[config.mk]
export PLATFORM = sky130hd
export DESIGN_NAME = counter_bank
export DESIGN_NICKNAME = d
export VERILOG_FILES = /design/src/rtl/counter_bank_pkg.sv /design/src/rtl/counter_channel.sv /design/src/rtl/counter_bank.sv
export SDC_FILE = /design/constraint.sdc
export NUM_CORES = 1
export LEC_CHECK = 0
export ABC_CLOCK_PERIOD_IN_PS = 3600
export BUFFER_PORTS_ARGS = -buffer_cell sky130_fd_sc_hd__buf_2
export CAP_MARGIN = 20
export CORE_UTILIZATION = 53
export CTS_CLUSTER_SIZE = 14
export DETAILED_ROUTE_END_ITERATION = 8
export HOLD_SLACK_MARGIN = 0.05
export PLACE_DENSITY = 0.8
export SLEW_MARGIN = 20
export SYNTH_ARGS = -nofsm -noshare
export SYNTH_HDL_FRONTEND = slang
export SYNTH_HIERARCHICAL = 1
export SYNTH_SLANG_ARGS = --single-unit
export TNS_END_PERCENT = 20
[constraint.sdc]
create_clock -name clk -period 3.6 [get_ports clk]
set_input_delay 0.54 -clock clk [delete_from_list [all_inputs] [get_ports clk]]
set_output_delay 0.54 -clock clk [all_outputs]
set_load 0.005 [all_outputs]
[src/rtl/counter_bank_pkg.sv]
// Shared types and helpers for the multi-channel pattern counter bank.
package counter_bank_pkg;

  localparam int unsigned DEFAULT_WIDTH  = 12;
  localparam int unsigned DEFAULT_NUM_CH = 4;
  localparam int unsigned STEP_W         = 4;

  typedef enum logic [1:0] {
    X1 = 2'b00,
    X2 = 2'b01,
    X4 = 2'b10,
    X8 = 2'b11
  } xmode_e;

  // Step size is independent of counter width; largest step is 8.
  function automatic logic [STEP_W-1:0] step_of(input xmode_e mode);
    logic [STEP_W-1:0] step;
    unique case (mode)
      X1:      step = STEP_W'(1);
      X2:      step = STEP_W'(2);
      X4:      step = STEP_W'(4);
      default: step = STEP_W'(8);
    endcase
    return step;
  endfunction

endpackage : counter_bank_pkg

[src/rtl/counter_channel.sv]
// One up/down counter channel with load, terminal limit, wrap/saturate policy
// and a registered one-cycle terminal-count pulse.
module counter_channel
  import counter_bank_pkg::*;
#(
  parameter int unsigned WIDTH = DEFAULT_WIDTH
) (
  input  logic             clk,
  input  logic             rst_n,
  input  logic             cnt_enb_i,
  input  logic             load_i,
  input  xmode_e           xmode_i,
  input  logic             dir_i,
  input  logic             wrap_en_i,
  input  logic [WIDTH-1:0] load_val_i,
  input  logic [WIDTH-1:0] limit_i,
  output logic [WIDTH-1:0] out_o,
  output logic             tc_o
);

  logic [WIDTH-1:0] out_q, out_d;
  logic             tc_q, tc_d;
  logic [WIDTH-1:0] step_c;
  logic [WIDTH:0]   sum_c;

  // Up-count sum carries one extra bit so overflow past limit is visible.
  assign step_c = WIDTH'(step_of(xmode_i));
  assign sum_c  = {1'b0, out_q} + {1'b0, step_c};

  always_comb begin
    out_d = out_q;
    tc_d  = 1'b0;
    if (load_i) begin
      out_d = load_val_i;
    end else if (cnt_enb_i) begin
      if (dir_i) begin
        if (sum_c <= {1'b0, limit_i}) begin
          out_d = sum_c[WIDTH-1:0];
        end else if (wrap_en_i) begin
          out_d = load_val_i;
          tc_d  = 1'b1;
        end else begin
          out_d = limit_i;
          tc_d  = (out_q != limit_i);
        end
      end else begin
        if (out_q >= step_c) begin
          out_d = out_q - step_c;
        end else if (wrap_en_i) begin
          out_d = load_val_i;
          tc_d  = 1'b1;
        end else begin
          out_d = '0;
          tc_d  = (out_q != '0);
        end
      end
    end
  end

  always_ff @(posedge clk or negedge rst_n) begin
    if (!rst_n) begin
      out_q <= '0;
      tc_q  <= 1'b0;
    end else begin
      out_q <= out_d;
      tc_q  <= tc_d;
    end
  end

  assign out_o = out_q;
  assign tc_o  = tc_q;

endmodule : counter_channel

[src/rtl/counter_bank.sv]
// NUM_CH independent counter channels; slices the flat vector ports per channel.
module counter_bank
  import counter_bank_pkg::*;
#(
  parameter int unsigned WIDTH  = DEFAULT_WIDTH,
  parameter int unsigned NUM_CH = DEFAULT_NUM_CH
) (
  input  logic                    clk,
  input  logic                    rst_n,
  input  logic [NUM_CH-1:0]       cnt_enb,
  input  logic [NUM_CH-1:0]       load,
  input  logic [2*NUM_CH-1:0]     Xmode,
  input  logic [NUM_CH-1:0]       dir,
  input  logic [NUM_CH-1:0]       wrap_en,
  input  logic [WIDTH*NUM_CH-1:0] LoadVal,
  input  logic [WIDTH*NUM_CH-1:0] limit,
  output logic [WIDTH*NUM_CH-1:0] out,
  output logic [NUM_CH-1:0]       tc
);

  for (genvar i = 0; i < int'(NUM_CH); i++) begin : g_ch
    counter_channel #(
      .WIDTH(WIDTH)
    ) u_ch (
      .clk        (clk),
      .rst_n      (rst_n),
      .cnt_enb_i  (cnt_enb[i]),
      .load_i     (load[i]),
      .xmode_i    (xmode_e'(Xmode[2*i +: 2])),
      .dir_i      (dir[i]),
      .wrap_en_i  (wrap_en[i]),
      .load_val_i (LoadVal[WIDTH*i +: WIDTH]),
      .limit_i    (limit[WIDTH*i +: WIDTH]),
      .out_o      (out[WIDTH*i +: WIDTH]),
      .tc_o       (tc[i])
    );
  end

endmodule : counter_bank

Yosys cells after proc, flatten, opt, wreduce, memory -nomap -nowiden
Index checks and enable logic that the tools add are counted.
Operators by class
  equality and inequality tests: 12
  multiplexer cells: 60
  add/subtract/negate cells: 8
  reductions and logical operators: 12
  order comparisons: 8
Operators with widths (number)
  $mux 12: 28
  $add 12x4->13: 4
  $le 13x12->1: 4
  $ge 12x4->1: 4
  $ne 12x12->1: 4
  $pmux 4 s3: 4
  $reduce_bool 12->1: 4
  $sub 12x4->12: 4
  $mux 1: 28
  $eq 2x1->1 const B: 4
  $eq 2x2->1 const B: 4
  $logic_not 2->1: 4
  $reduce_bool 2->1: 4
Storage, ports and cells
  register bits: 52
  output and inout port bits: 52
  bits of input ports: 122
  logic and storage cells: 108

Logic depth before layout (Yosys ltp)
Gate-level depths: netlist of run 1.
  depth after elaboration: 8
  depth in mapped cells: 17
  depth with buffers taken out: 15

Cells and area by module
The synthesis of run 1 kept the hierarchy.
Modules (own cells, without submodules)
  counter_channel at g_ch[1].u_ch ...: cells each 287, area each 2244.7 µm², sequential area each 325.3 µm², times used 2
  counter_channel at g_ch[3].u_ch: cells each 307, area each 2309.7 µm², sequential area each 325.3 µm², times used 1
  counter_channel at g_ch[0].u_ch: cells each 300, area each 2248.4 µm², sequential area each 325.3 µm², times used 1

Worst setup path after synthesis of run 1
OpenSTA, ideal clock, no wires.
  path kind: input -> register
  from: in Xmode[7]
  to: reg g_ch[3].u_ch.out_q[10]
  path slack: -0.358 ns
  data required time: 3.467 ns
  setup time: 0.133 ns
  cell stages on the path: 17
  data arrival time: 3.825 ns
  buffers on the path: 2
  cells stage by stage: nor2_1 ha_1 inv_1 fa_1 nor3_1 a211o_1 nand3_1 xnor2_1 ha_1 nand3_1 or4_1 a32oi_1 o21a_1 buf_2 buf_4 mux2i_1 o22ai_1
On the way
  longest elaborated chain between the ends: 8
  elaborated cells on any way between the ends: 13
  classes of those cells: 2 x add/sub; 2 x order compare; 2 x eq/ne; 6 x mux; 1 x reduce/logical
RTL lines
  start, declared: RTL line counter_bank.sv:12  | input logic [2*NUM_CH-1:0] Xmode,
  $eq 2x2->1, or another cell as far along: RTL line counter_bank_pkg.sv:18  | unique case (mode)
  $pmux 4 s3 (*): RTL line counter_bank_pkg.sv:18
  $add 12x4->13: RTL line counter_channel.sv:28  | assign sum_c = {1'b0, out_q} + {1'b0, step_c};
  $le 13x12->1: RTL line counter_channel.sv:37  | if (sum_c <= {1'b0, limit_i}) begin
  $mux 12: RTL line counter_channel.sv:37
  $mux 12 (*): RTL line counter_channel.sv:36  | if (dir_i) begin
  $mux 12 (*): RTL line counter_channel.sv:35  | end else if (cnt_enb_i) begin
  $mux 12 (*): RTL line counter_channel.sv:33  | if (load_i) begin
  end signal, assigned: RTL line counter_channel.sv:65  | out_q <= out_d;
  end, declared: RTL line counter_channel.sv:21  | logic [WIDTH-1:0] out_q, out_d;
Every way passes the cells marked *; elsewhere a longest branch is shown, timed or not. The select of a mux whose other input is x is not followed.
A chain may end at the register's enable or synchronous reset.

Final worst setup path of run 1
  from: in Xmode[7]
  to: reg g_ch[3].u_ch.out_q[2]
The elaborated chain is that of the path after synthesis.

==> flow_summary_export.csv, run 1 <==
group,metric,value,unit
outcome,result_of_the_run,"finished, violations left",
outcome,failed_checks,"setup timing",
sta,final-hold-violation-count,0,
detailed_routing,routed_wirelength,32590,um
die,die_w,132.7,um
sta,clock_skew,0.007994,ns
yosys,netlist_top_cells_area,"sky130_fd_sc_hd__dfrtp_1, sky130_fd_sc_hd__ha_1, sky130_fd_sc_hd__xnor2_1",
finish,post_route_cells_drive_above_1_share,0.3322,
yosys,synth-seq-area-share,0.1438,
detailed_routing,route.antenna.remaining_nets,0,
sta,holdWs,0.3041,ns
clock_tree,cts_root_buf,"sky130_fd_sc_hd__clkbuf_16",
detailed_routing,drt_drc_violations_left,0,
placement,detailed_place_hpwl,24160,um
detailed_routing,routed_wire_length_per_instance,19.57,um
worst_setup_path,r2r_setup_slack,-0.01,ns
yosys,yosysTopAreaCellShare,0.1438,
finish,number_of_fill_cells_in_the_layout,1293,
worst_setup_path,path_class,"primary input to flip-flop",
yosys,ys_types,83,
yosys,ys_seq_elements,52,
sta,grt_setup_unrepaired,"yes",
die,die_h,132.7,um
clock_tree,cts.htree.levels,2,
finish,final_layout_net_count,1658,
sta,slew_viol_final,0,
yosys,yosys_warnings,6,
yosys,synth_top_flop_cell,"sky130_fd_sc_hd__dfrtp_1",
global_routing,largest_net_degree_at_the_start_of_global_routing,31,
worst_setup_path,arrival,3.86,ns
sta,timing.slew.headroom,0.4670,
hold_path,timing.hold.worst.class,"primary input to asynchronous set/reset pin",
sta,worst-slew-pin-transition,0.7995,ns
pwr,power_density,396.2,nW/um^2
die,fp.dieArea,17600,um^2
detailed_routing,detail_route.first_pass.iterations,7,
global_routing,wire_length_of_the_first_global_routing_pass,50010,um
global_routing,initial_antenna_violation_count,0,
yosys,postSynthCellCount,1181,
flow_run,max-cap-violations,0,
sta,fmax,273.7,MHz
placement,io_buffer_count,173,
finish,most_frequent_standard_cell_in_the_layout_excluding_fill_and_tap_cells,"sky130_fd_sc_hd__buf_2",
clock_tree,buffer_levels_on_the_longest_clock_path,2,
worst_setup_path,rr_startpoint,"g_ch[3].u_ch/out_o[1]$_DFFE_PN0P_",
finish,syn_to_final_growth,30.65,%
global_routing,groute.usage.overall,0.3497,
detailed_routing,via_count,10650,
worst_setup_path,worst-r2r-cell-count,13,
global_routing,total_gr_overflow,0,
worst_setup_path,timing.critical_path.from_type,"primary input",
sta,report.final.setup_viol,1,
worst_setup_path,worstReg2RegEnd,"g_ch[3].u_ch/out_o[2]$_DFFE_PN0P_",
die,num_rows,47,
clock_tree,holdBufCountCts,0,
yosys,synth_top_cell_by_area,"sky130_fd_sc_hd__dfrtp_1",
pwr,leakage,5.474,nW
yosys,synth.cell_area,9047,um^2
worst_setup_path,critPathCaptureType,"flip-flop",
yosys,async_reset_ff_frac,1.000,
clock_tree,tritoncts,"done",
die,pin_count,174,
worst_setup_path,crit_path_top_delay_cell,"sky130_fd_sc_hd__or4_4",
worst_setup_path,critPathMaxStageDelay,0.44,ns
die,initial_utilization,0.5436,
sta,timing.final.crit_period,3.653,ns
sta,fin_ws,-0.05311,ns
worst_setup_path,cpLargestDelayFamily,"compound AO/OA/AOI/OAI gates",
finish,antenna_cells_inserted,0,
worst_setup_path,critical_path_required,3.81,ns
sta,final_critical_path_share_of_the_clock_period,1.015,
worst_setup_path,crit_buf_inv,4,
finish,commonest_non_fill_non_tap_cells_in_the_layout,"sky130_fd_sc_hd__buf_2, sky130_fd_sc_hd__buf_4, sky130_fd_sc_hd__inv_1",
global_routing,number_of_global_route_vias_before_repair,10080,
clock_tree,total_cts_buffers,5,
clock_tree,cts.sink_count,52,
yosys,synthesis.area_per_instance,7.661,um^2
pwr,irDropWorstVdd,0.2092,mV
die,placeable_core_region,16640,um^2
finish,final_util,0.7102,
detailed_routing,via_per_inst,6.398,
yosys,synth.net_count,1395,
clock_tree,clk_transition_reported_paths,0.08,ns
worst_setup_path,crit_path_max_fanout,9,
detailed_routing,drt-initial-drc-count,1637,
clock_tree,clock_latency,0.31,ns
worst_setup_path,path_cells,"buf_8 > nand2b_4 > buf_4 > inv_2 > ha_4 > nor2_1 > a221oi_4 > o2111ai_2 > xnor2_1 > ha_1 > nand3_2 > or4_4 > a32oi_2 > o21a_1 > buf_6 > o211ai_1 > a21oi_1",
placement,finalWeightedCongestion,0.9570,
yosys,synth-edff-count,0,
sequential cells by signal, summed over array words and instances, names as in the netlist:
name and cells:
g_ch.u_ch/out_o 48, g_ch.u_ch/tc_o 4
synthesized netlist by cell type (all sizes together), types with 4 or more instances:
library cell	count
inv	97
nor2	89
ha	84
nand2	82
a21oi	72
o21ai	71
xnor2	67
dfrtp	52
clkbuf	42
buf	39
xor2	36
nor3	34
nand3	32
o211ai	29
a221oi	26
mux2i	26
nand4	25
nand2b	22
nor4	17
o21a	17
nor2b	16
o221ai	16
o31ai	16
or4	14
a211oi	10
a22oi	10
and2	10
a21o	9
o21bai	9
or3	9
fa	8
a31oi	7
o22ai	6
o311ai	6
a41oi	5
and3	5
mux2	5
a222oi	4
o2111ai	4
or2b	4
metal layers:
| layer | part of all wire | GRT usage | vias to the layer above | wire (um) |
|---|---|---|---|---|
| li1 | - | - | 4853 | - |
| met1 | 0.39 | 0.4590 | 4961 | 12850 |
| met2 | 0.47 | 0.5772 | 704 | 15320 |
| met3 | 0.097 | 0.04866 | 134 | 3163 |
| met4 | 0.039 | 0.1411 | 0 | 1260 |
| met5 | 0 | 0 | - | 0 |
per-stage QoR:
| stage | worst slack, ns | power (mW) | std cells | TNS (ns) | area [um^2] |
|---|---|---|---|---|---|
| 2_1_floorplan | -0.03013 | 2.568 | 1181 | -0.1134 | 9128 |
| 3_3_place_gp | -0.3687 | 3.564 | 1641 | -9.662 | 10920 |
| 3_5_place_dp | -0.3858 | 3.640 | 1641 | -14.84 | 10920 |
| 4_1_cts | -0.01393 | 4.359 | 1654 | -0.02924 | 11250 |
| 5_1_grt | -0.1278 | 4.957 | 1665 | -1.480 | 11820 |
| 6_report | -0.05311 | 4.684 | 1665 | -0.05311 | 11820 |
logic make-up after synthesis:
family	share of synthesized area
XOR/XNOR	0.09971
multiplexers	0.03623
AND/OR/NAND/NOR	0.2228
AO/OA/AOI/OAI	0.2729
buffers and inverters	0.09072
flip-flops	0.1438
adder cells (fa/ha/maj)	0.1339
cell type report:
type | instances | area, um^2 | share of cell area
repair buffers | 337 | 2157 | 0.1825
flip-flops and latches | 52 | 1304 | 0.1103
well taps | 220 | 275.3 | 0.02329
clock buffers | 5 | 125.1 | 0.01059
inverters | 97 | 364.1 | 0.03080
clock inverters | 3 | 68.82 | 0.005822
multi-input cells | 951 | 7526 | 0.6367
worst max path at each step:
stage	cells past startpoint	slack, ns	to	start
3_3_place_gp	16	-0.37	g_ch[0].u_ch/out_o[0]$_DFFE_PN0P_	Xmode[1]
4_1_cts	17	-0.01	g_ch[3].u_ch/out_o[9]$_DFFE_PN0P_	Xmode[7]
2_1_floorplan	16	-0.03	g_ch[2].u_ch/out_o[0]$_DFFE_PN0P_	Xmode[5]
5_1_grt	17	-0.13	g_ch[3].u_ch/out_o[2]$_DFFE_PN0P_	Xmode[7]
3_5_place_dp	17	-0.39	g_ch[3].u_ch/out_o[10]$_DFFE_PN0P_	Xmode[6]
6_report	17	-0.05	g_ch[3].u_ch/out_o[2]$_DFFE_PN0P_	Xmode[7]
worst register-to-register path, stage by stage, from the launching register on:
cell	delay [ns]
sky130_fd_sc_hd__dfrtp_2	0.49
sky130_fd_sc_hd__ha_4	0.24
sky130_fd_sc_hd__nand2b_4	0.15
sky130_fd_sc_hd__a221oi_4	0.34
sky130_fd_sc_hd__o2111ai_2	0.16
sky130_fd_sc_hd__xnor2_1	0.22
sky130_fd_sc_hd__ha_1	0.38
sky130_fd_sc_hd__nand3_2	0.11
sky130_fd_sc_hd__or4_4	0.44
sky130_fd_sc_hd__a32oi_2	0.20
sky130_fd_sc_hd__o21a_1	0.20
sky130_fd_sc_hd__buf_6	0.16
sky130_fd_sc_hd__o211ai_1	0.13
sky130_fd_sc_hd__a21oi_1	0.28
where the power goes:
part / switching (mW) / leakage (nW) / internal [mW]
Combinational: 1.65 / 4.75 / 1.50
Clock: 0.262 / 0.0944 / 0.402
Sequential: 0.183 / 0.626 / 0.686
repair_timing:
| action | 4_1_cts | 5_1_grt |
|---|---|---|
| gates cloned | 0 | 1 |
| buffers inserted | 5 | 10 |
| endpoints found under the setup margin | 18 | 52 |
| resized for setup | 20 | 93 |
| pin swaps | 18 | 42 |
No activity file was read; power rests on OpenSTA's default activity.
==> run 2: changes to the inputs <==
--- a/config.mk
+++ b/config.mk
@@ -5,10 +5,11 @@
 export SDC_FILE = /design/constraint.sdc
 export NUM_CORES = 1
 export LEC_CHECK = 0
+export ABC_AREA = 1
 export ABC_CLOCK_PERIOD_IN_PS = 3600
 export BUFFER_PORTS_ARGS = -buffer_cell sky130_fd_sc_hd__buf_2
 export CAP_MARGIN = 20
-export CORE_UTILIZATION = 53
+export CORE_UTILIZATION = 54
 export CTS_CLUSTER_SIZE = 14
 export DETAILED_ROUTE_END_ITERATION = 8
 export HOLD_SLACK_MARGIN = 0.05
==> run 2 against run 1 <==
  * The run now ends clean
  * Highest routed layer unchanged
  * Non-clock buffer count fell by 88
  * Largest cell class unchanged
  * Maximum frequency up 7.0%
  * Critical path depth rose by 8
==> flow_summary_export.csv, run 2 <==
group,metric,value,unit
finish,final_util,0.6315,
pwr,leakage,7.238,nW
flow_run,max-cap-violations,0,
yosys,synth_most_common_cell,"sky130_fd_sc_hd__nand2_1",
global_routing,grt_util_met3,0.03609,
finish,commonest_non_fill_non_tap_cells_in_the_layout,"sky130_fd_sc_hd__nand2_1, sky130_fd_sc_hd__inv_1, sky130_fd_sc_hd__nand3_1",
placement,place.detailed.instances,2343,
worst_setup_path,worst-r2r-cell-count,23,
finish,final_layout_net_count,2299,
finish,final_design_area_no_fill,12410,um^2
finish,largest_reg_flops,48,
die,die_h,144.4,um
clock_tree,clk_transition_reported_paths,0.08,ns
global_routing,initial_antenna_violation_count,0,
global_routing,groute.usage.overall,0.3411,
global_routing,grt_util_met1,0.4579,
worst_setup_path,crit_path_max_fanout,10,
clock_tree,tritoncts,"done",
yosys,async_reset_ff_frac,1.000,
clock_tree,setup_fix_bufs_post_cts,0,
detailed_routing,route.antenna.remaining_nets,0,
yosys,yosysTopAreaCellShare,0.2169,
detailed_routing,routed_wirelength,35590,um
die,num_rows,51,
yosys,synth-seq-area-share,0.1188,
finish,number_of_fill_cells_in_the_layout,1956,
sta,report.final.setup_viol,0,
sta,final-hold-violation-count,0,
placement,finalWeightedCongestion,0.9621,
clock_tree,cts.sink_count,52,
yosys,synth_top_cell_by_area,"sky130_fd_sc_hd__nand2_1",
finish,final-seq-area,1301,um^2
sta,timing.final.crit_period,3.414,ns
yosys,synth_top_flop_cell,"sky130_fd_sc_hd__dfrtp_1",
yosys,synthesis.area_per_instance,5.724,um^2
global_routing,wire_length_of_the_first_global_routing_pass,56500,um
yosys,synth-edff-count,0,
placement,detailed_place_hpwl,28570,um
pwr,irDropWorstVdd,0.2295,mV
sta,final_critical_path_share_of_the_clock_period,0.9482,
clock_tree,clock_latency,0.30,ns
yosys,synth.cell_area,10960,um^2
worst_setup_path,timing.critical_path.from_type,"primary input",
placement,placement.cell_area,12190,um^2
die,fp.dieArea,20860,um^2
die,pin_count,174,
clock_tree,buffer_levels_on_the_longest_clock_path,2,
detailed_routing,drt-initial-drc-count,1305,
die,placeable_core_region,19650,um^2
sta,sum_of_negative_setup_slack,0,ns
yosys,ys_seq_elements,52,
finish,antenna_cells_inserted,0,
yosys,postSynthCellCount,1914,
global_routing,total_gr_overflow,0,
detailed_routing,routed_wire_length_per_instance,15.14,um
clock_tree,cts.htree.levels,2,
worst_setup_path,path_class,"primary input to flip-flop",
pwr,power_density,349.4,nW/um^2
worst_setup_path,critical_path_required,3.79,ns
yosys,netlist_top_cells_area,"sky130_fd_sc_hd__nand2_1, sky130_fd_sc_hd__dfrtp_1, sky130_fd_sc_hd__ha_1",
yosys,ys_types,48,
worst_setup_path,arrival,3.60,ns
detailed_routing,via_per_inst,5.504,
clock_tree,total_cts_buffers,5,
finish,syn_to_final_growth,13.29,%
yosys,most_frequent_cells_after_synthesis,"sky130_fd_sc_hd__nand2_1, sky130_fd_sc_hd__inv_1, sky130_fd_sc_hd__nand3_1",
clock_tree,cts_root_buf,"sky130_fd_sc_hd__clkbuf_16",
detailed_routing,via_count,12940,
sta,fmax,293.0,MHz
sta,timing.slew.headroom,0.4393,
worst_setup_path,critPathCaptureType,"flip-flop",
hold_path,timing.hold.worst.class,"primary input to asynchronous set/reset pin",
detailed_routing,drt_drc_violations_left,0,
global_routing,number_of_global_route_vias_before_repair,11750,
global_routing,global_route.peak_usage_layer,"met2",
placement,io_buffer_count,173,
die,die_w,144.4,um
finish,post_route_cells_drive_above_1_share,0.1942,
global_routing,use_met2,0.5585,
die,initial_utilization,0.5574,
detailed_routing,detail_route.first_pass.iterations,6,
yosys,synth.net_count,2128,
placement,dpl_worst_slack,-0.07753,ns
sta,fin_ws,0.1865,ns
sta,slew_viol_final,0,
sta,worst-slew-pin-transition,0.8410,ns
finish,multi_input_comb_area,8046,um^2
yosys,yosys_warnings,6,
outcome,result_of_the_run,"finished, final reports clean",
sta,clock_skew,0.009813,ns
global_routing,largest_net_degree_at_the_start_of_global_routing,34,
finish,stdcell_count,2351,
finish,most_frequent_standard_cell_in_the_layout_excluding_fill_and_tap_cells,"sky130_fd_sc_hd__nand2_1",
==> run 2: cell count changes after synthesis, sizes merged, moves of 26 or more <==
| cell | change |
|---|---|
| nand4 | +34 |
| xnor2 | -57 |
| nand3 | +178 |
| nand2 | +594 |
| mux2i | -26 |
| a221oi | -26 |
| inv | +184 |
| o21ai | -38 |
| nor2 | +114 |
==> run 2: layout make-up <==
class / count / area share
clock buffers: 6 / 0.01119
clock inverters: 2 / 0.0008065
inverters: 291 / 0.08911
multi-input cells: 1486 / 0.6483
flip-flops and latches: 52 / 0.1048
well taps: 265 / 0.02671
repair buffers: 249 / 0.1191
==> run 2: worst max-delay path, cell delays in order <==
cell and delay (ns):
sky130_fd_sc_hd__buf_2 0.12, sky130_fd_sc_hd__nor2_2 0.13, sky130_fd_sc_hd__ha_1 0.17, sky130_fd_sc_hd__inv_1 0.06, sky130_fd_sc_hd__fa_1 0.40, sky130_fd_sc_hd__inv_1 0.06, sky130_fd_sc_hd__nand2_1 0.07, sky130_fd_sc_hd__a21oi_2 0.15
sky130_fd_sc_hd__nand2_1 0.13, sky130_fd_sc_hd__nor2_4 0.15, sky130_fd_sc_hd__nand3_1 0.08, sky130_fd_sc_hd__nand2_1 0.09, sky130_fd_sc_hd__inv_1 0.04, sky130_fd_sc_hd__ha_1 0.28, sky130_fd_sc_hd__nand2_1 0.08, sky130_fd_sc_hd__nor3_2 0.21
sky130_fd_sc_hd__buf_4 0.16, sky130_fd_sc_hd__nand3_2 0.09, sky130_fd_sc_hd__nand2_4 0.13, sky130_fd_sc_hd__buf_12 0.14, sky130_fd_sc_hd__nand3_1 0.06, sky130_fd_sc_hd__nand3_1 0.08, sky130_fd_sc_hd__nand2_1 0.05, sky130_fd_sc_hd__nand2_1 0.05
sky130_fd_sc_hd__nand2_1 0.05
==> run 2: path summary, 6_finish.rpt <==
path / start / endpoint / slack [ns]
max: Xmode[7] / g_ch[3].u_ch/out_o[8]$_DFFE_PN0P_ / 0.19
min: rst_n / g_ch[2].u_ch/out_o[0]$_DFFE_PN0P_ / 0.33
max reg2reg: g_ch[3].u_ch/out_o[0]$_DFFE_PN0P_ / g_ch[3].u_ch/out_o[8]$_DFFE_PN0P_ / 0.27
min reg2reg: g_ch[2].u_ch/out_o[0]$_DFFE_PN0P_ / g_ch[2].u_ch/out_o[0]$_DFFE_PN0P_ / 0.60
max in group asynchronous: rst_n / g_ch[3].u_ch/out_o[8]$_DFFE_PN0P_ / 2.48
min in group clk: cnt_enb[2] / g_ch[2].u_ch/tc_o$_DFF_PN0_ / 0.48
==> run 2: through the flow <==
step	hold WS, ns	total power, mW
2_1_floorplan	0.2444	2.914
3_3_place_gp	0.5785	3.702
3_5_place_dp	0.5868	3.752
4_1_cts	0.3399	4.282
5_1_grt	0.3932	4.739
6_report	0.3343	4.337
==> run 2: cell families (layout without fill, tap and decap cells) <==
logic type,count (synthesis),in the layout,synth area share
AOI/OAI and AO/OA,160,160,0.08760
DFF,52,52,0.1188
adders and majority gates,92,92,0.1106
and+or+nand+nor,1187,1187,0.4922
buffers and inverters,376,548,0.1533
xor gates and xnor gates,47,47,0.03757
==> run 2: where the power goes <==
part	internal [mW]	switching, mW
Combinational	1.11	1.85
Clock	0.275	0.229
Sequential	0.675	0.202
==> run 2: metal layers <==
layer	part of all wire	wire [um]
met1	0.43	15200
met2	0.46	16210
met3	0.085	3016
met4	0.033	1162
met5	0	0
==> run 2: what timing repair did <==
action / 4_1_cts / 5_1_grt
hold buffers: 0 / 0
setup endpoints to repair: 0 / 40
resized for setup: 0 / 19
==> run 3: changes to the inputs <==
--- a/config.mk
+++ b/config.mk
@@ -6,14 +6,16 @@
 export NUM_CORES = 1
 export LEC_CHECK = 0
 export ABC_AREA = 1
-export ABC_CLOCK_PERIOD_IN_PS = 3600
+export ABC_CLOCK_PERIOD_IN_PS = 3880
 export BUFFER_PORTS_ARGS = -buffer_cell sky130_fd_sc_hd__buf_2
 export CAP_MARGIN = 20
-export CORE_UTILIZATION = 54
+export CORE_UTILIZATION = 60
+export CTS_BUF_LIST = sky130_fd_sc_hd__clkbuf_8
 export CTS_CLUSTER_SIZE = 14
 export DETAILED_ROUTE_END_ITERATION = 8
 export HOLD_SLACK_MARGIN = 0.05
-export PLACE_DENSITY = 0.8
+export PLACE_DENSITY = 0.84
+export RECOVER_POWER = 50
 export SLEW_MARGIN = 20
 export SYNTH_ARGS = -nofsm -noshare
 export SYNTH_HDL_FRONTEND = slang
==> constraint.sdc (replaced) <==
create_clock -name clk -period 3.88 [get_ports clk]
set_input_delay 0.582 -clock clk [delete_from_list [all_inputs] [get_ports clk]]
set_output_delay 0.582 -clock clk [all_outputs]
set_load 0.005 [all_outputs]
==> run 3 against run 2 <==
  * The run now ends with capacitance limit, slew limit left
  * Via count grew 1.2%
  * Non-clock buffer count shrank 44
  * Critical path depth shrank 2
  * Wire length shrank 2.5%
  * Cell area shrank 4.6%
  * Combinational power shrank 15%
  * Global-route usage grew 2.8 points
  * Count of clock-buffer cells in the layout shrank 1
  * Clock power shrank 31%
  * Sequential share of layout area grew 0.50 points
  * Critical path type unchanged
  * Critical endpoint unchanged
  * Largest power group unchanged
==> flow_summary_export.csv, run 3 (synthesis gave the netlist of run 2 again) <==
group,metric,value,unit
worst_setup_path,timing.critical_path.from_type,"primary input",
detailed_routing,route.antenna.remaining_nets,0,
die,fp.dieArea,18800,um^2
outcome,failed_checks,"capacitance limit, slew limit",
sta,final_critical_path_share_of_the_clock_period,0.9265,
finish,largest_reg_flops,48,
finish,final_layout_net_count,2255,
clock_tree,total_cts_buffers,5,
detailed_routing,routed_wirelength,34700,um
die,placeable_core_region,17900,um^2
die,num_rows,49,
worst_setup_path,rr_startpoint,"g_ch[2].u_ch/out_o[0]$_DFFE_PN0P_",
die,pin_count,174,
worst_setup_path,critPathMaxStageDelay,0.41,ns
pwr,irDropWorstVdd,0.2463,mV
finish,commonest_non_fill_non_tap_cells_in_the_layout,"sky130_fd_sc_hd__nand2_1, sky130_fd_sc_hd__inv_1, sky130_fd_sc_hd__nand3_1",
finish,post_route_cells_drive_above_1_share,0.1650,
sta,timing.slew.headroom,-0.1037,
worst_setup_path,critPathCaptureType,"flip-flop",
die,die_h,137.1,um
sta,clock_skew,0.01212,ns
pwr,power_density,314.2,nW/um^2
placement,io_buffer_count,173,
global_routing,total_gr_overflow,0,
placement,finalWeightedCongestion,0.9928,
pwr,leakage,6.930,nW
clock_tree,tritoncts,"done",
global_routing,number_of_global_route_vias_before_repair,11850,
clock_tree,clock_latency,0.32,ns
placement,detailed_place_hpwl,27180,um
global_routing,largest_net_degree_at_the_start_of_global_routing,31,
worst_setup_path,cpMostUsedCell,"sky130_fd_sc_hd__nand2_1",
clock_tree,buffer_levels_on_the_longest_clock_path,2,
sta,final-hold-violation-count,0,
sta,sum_of_negative_setup_slack,0,ns
sta,grt_setup_unrepaired,"no",
finish,final_util,0.6615,
worst_setup_path,r2r_setup_slack,0.38,ns
worst_setup_path,worst-r2r-cell-count,22,
hold_path,min-delay-start,"cnt_enb[2]",
clock_tree,cts.sink_count,52,
sta,slew_viol_final,31,
finish,most_frequent_standard_cell_in_the_layout_excluding_fill_and_tap_cells,"sky130_fd_sc_hd__nand2_1",
finish,number_of_fill_cells_in_the_layout,1790,
clock_tree,holdBufCountCts,0,
worst_setup_path,path_cells,"buf_2 > nor2_1 > ha_1 > inv_1 > fa_1 > inv_1 > nand2_1 > a21oi_2 > nand2_1 > nor2_2 > nand3_1 > nand2_1 > inv_1 > ha_1 > nand2_1 > nor3_2 > nand4_2 > buf_4 > nand3_1 > nand3_1 > nand2_1 > nand2_1 > nand2_1",
clock_tree,cts.htree.levels,2,
global_routing,initial_antenna_violation_count,0,
sta,worst-slew-pin-transition,1.656,ns
worst_setup_path,path_class,"primary input to flip-flop",
clock_tree,setup_fix_bufs_post_cts,0,
global_routing,groute.usage.overall,0.3688,
clock_tree,cts_root_buf,"sky130_fd_sc_hd__clkbuf_8",
detailed_routing,drt-initial-drc-count,1485,
clock_tree,post_cts_resize_count,0,
hold_path,hold_path_depth,3,
sta,fmax,278.2,MHz
die,initial_utilization,0.6120,
detailed_routing,detail_route.first_pass.iterations,8,
worst_setup_path,critical_path_required,4.13,ns
sta,report.final.setup_viol,0,
clock_tree,clk_transition_reported_paths,0.12,ns
worst_setup_path,crit_path_top_delay_cell,"sky130_fd_sc_hd__fa_1",
hold_path,hold-path-endpoint,"g_ch[2].u_ch/tc_o$_DFF_PN0_",
outcome,result_of_the_run,"finished, violations left",
die,die_w,137.1,um
global_routing,wire_length_of_the_first_global_routing_pass,55540,um
hold_path,timing.hold.worst.class,"primary input to flip-flop",
worst_setup_path,worstReg2RegEnd,"g_ch[2].u_ch/out_o[2]$_DFFE_PN0P_",
worst_setup_path,arrival,3.85,ns
detailed_routing,via_per_inst,5.764,
finish,syn_to_final_growth,8.097,%
detailed_routing,routed_wire_length_per_instance,15.28,um
worst_setup_path,crit_path_max_fanout,12,
detailed_routing,via_count,13090,
finish,antenna_cells_inserted,0,
detailed_routing,drt_drc_violations_left,0,
sta,timing.final.crit_period,3.595,ns
flow_run,max-cap-violations,1,
[run 3: changes by cell type in the layout (fill, tap and decap cells not counted), sizes merged]
| cell | previous run | this run |
|---|---|---|
| clkbuf | 6 | 23 |
| inv | 281 | 284 |
| clkinv | 12 | 10 |
| buf | 249 | 187 |
[run 3: worst max-delay path: cells and delay by family]
| family | cells | cell delay [ns] |
|---|---|---|
| fa+ha+maj | 3 | 0.89 |
| compound gates | 1 | 0.16 |
| simple gates | 14 | 1.67 |
| buf+inv | 5 | 0.53 |
[run 3: metrics by stage]
step	setup WS (ns)	instance area, um^2	total power, mW	hold WS (ns)	cells
3_3_place_gp	0.02986	11790	3.287	0.5664	2263
6_report	0.2852	11840	3.721	0.4902	2271
2_1_floorplan	0.3375	10960	2.703	0.2864	1914
5_1_grt	0.01590	11840	4.081	0.4776	2271
3_5_place_dp	-0.1213	11790	3.329	0.5834	2263
4_1_cts	0.2067	11880	3.691	0.2567	2271
[run 3: worst max-delay path by stage]
stage / from / cells past startpoint / slack, ns / end
after global routing: Xmode[7] / 23 / 0.02 / g_ch[3].u_ch/out_o[11]$_DFFE_PN0P_
after global placement: Xmode[3] / 24 / 0.03 / g_ch[1].u_ch/out_o[1]$_DFFE_PN0P_
after detailed placement: Xmode[7] / 23 / -0.12 / g_ch[3].u_ch/out_o[9]$_DFFE_PN0P_
after CTS: Xmode[7] / 23 / 0.21 / g_ch[3].u_ch/out_o[9]$_DFFE_PN0P_
final: Xmode[7] / 23 / 0.29 / g_ch[3].u_ch/out_o[8]$_DFFE_PN0P_
after floorplan: Xmode[7] / 23 / 0.34 / g_ch[3].u_ch/out_o[7]$_DFFE_PN0P_
[run 3: area by class of cell]
| class | instances | area [um^2] | share of cell area |
|---|---|---|---|
| Tap cell | 229 | 286.5 | 0.02419 |
| Clock buffer | 5 | 68.82 | 0.005811 |
| Multi-Input combinational cell | 1486 | 7980 | 0.6739 |
| Inverter | 291 | 1106 | 0.09340 |
| Clock inverter | 3 | 21.27 | 0.001796 |
| Sequential cell | 52 | 1301 | 0.1099 |
| Timing Repair Buffer | 205 | 1079 | 0.09107 |
[run 3: per-layer routing]
metal | wire length, um | GRT usage | vias to the layer above
met3 | 3480 | 0.05148 | 153
met5 | 0 | 0 | -
met2 | 15710 | 0.6145 | 794
met1 | 14020 | 0.4739 | 5857
met4 | 1487 | 0.1563 | 0
li1 | - | - | 6287
[run 3: power breakdown]
part | internal [mW] | switching (mW)
Combinational | 0.895 | 1.62
Sequential | 0.625 | 0.234
Clock | 0.131 | 0.219
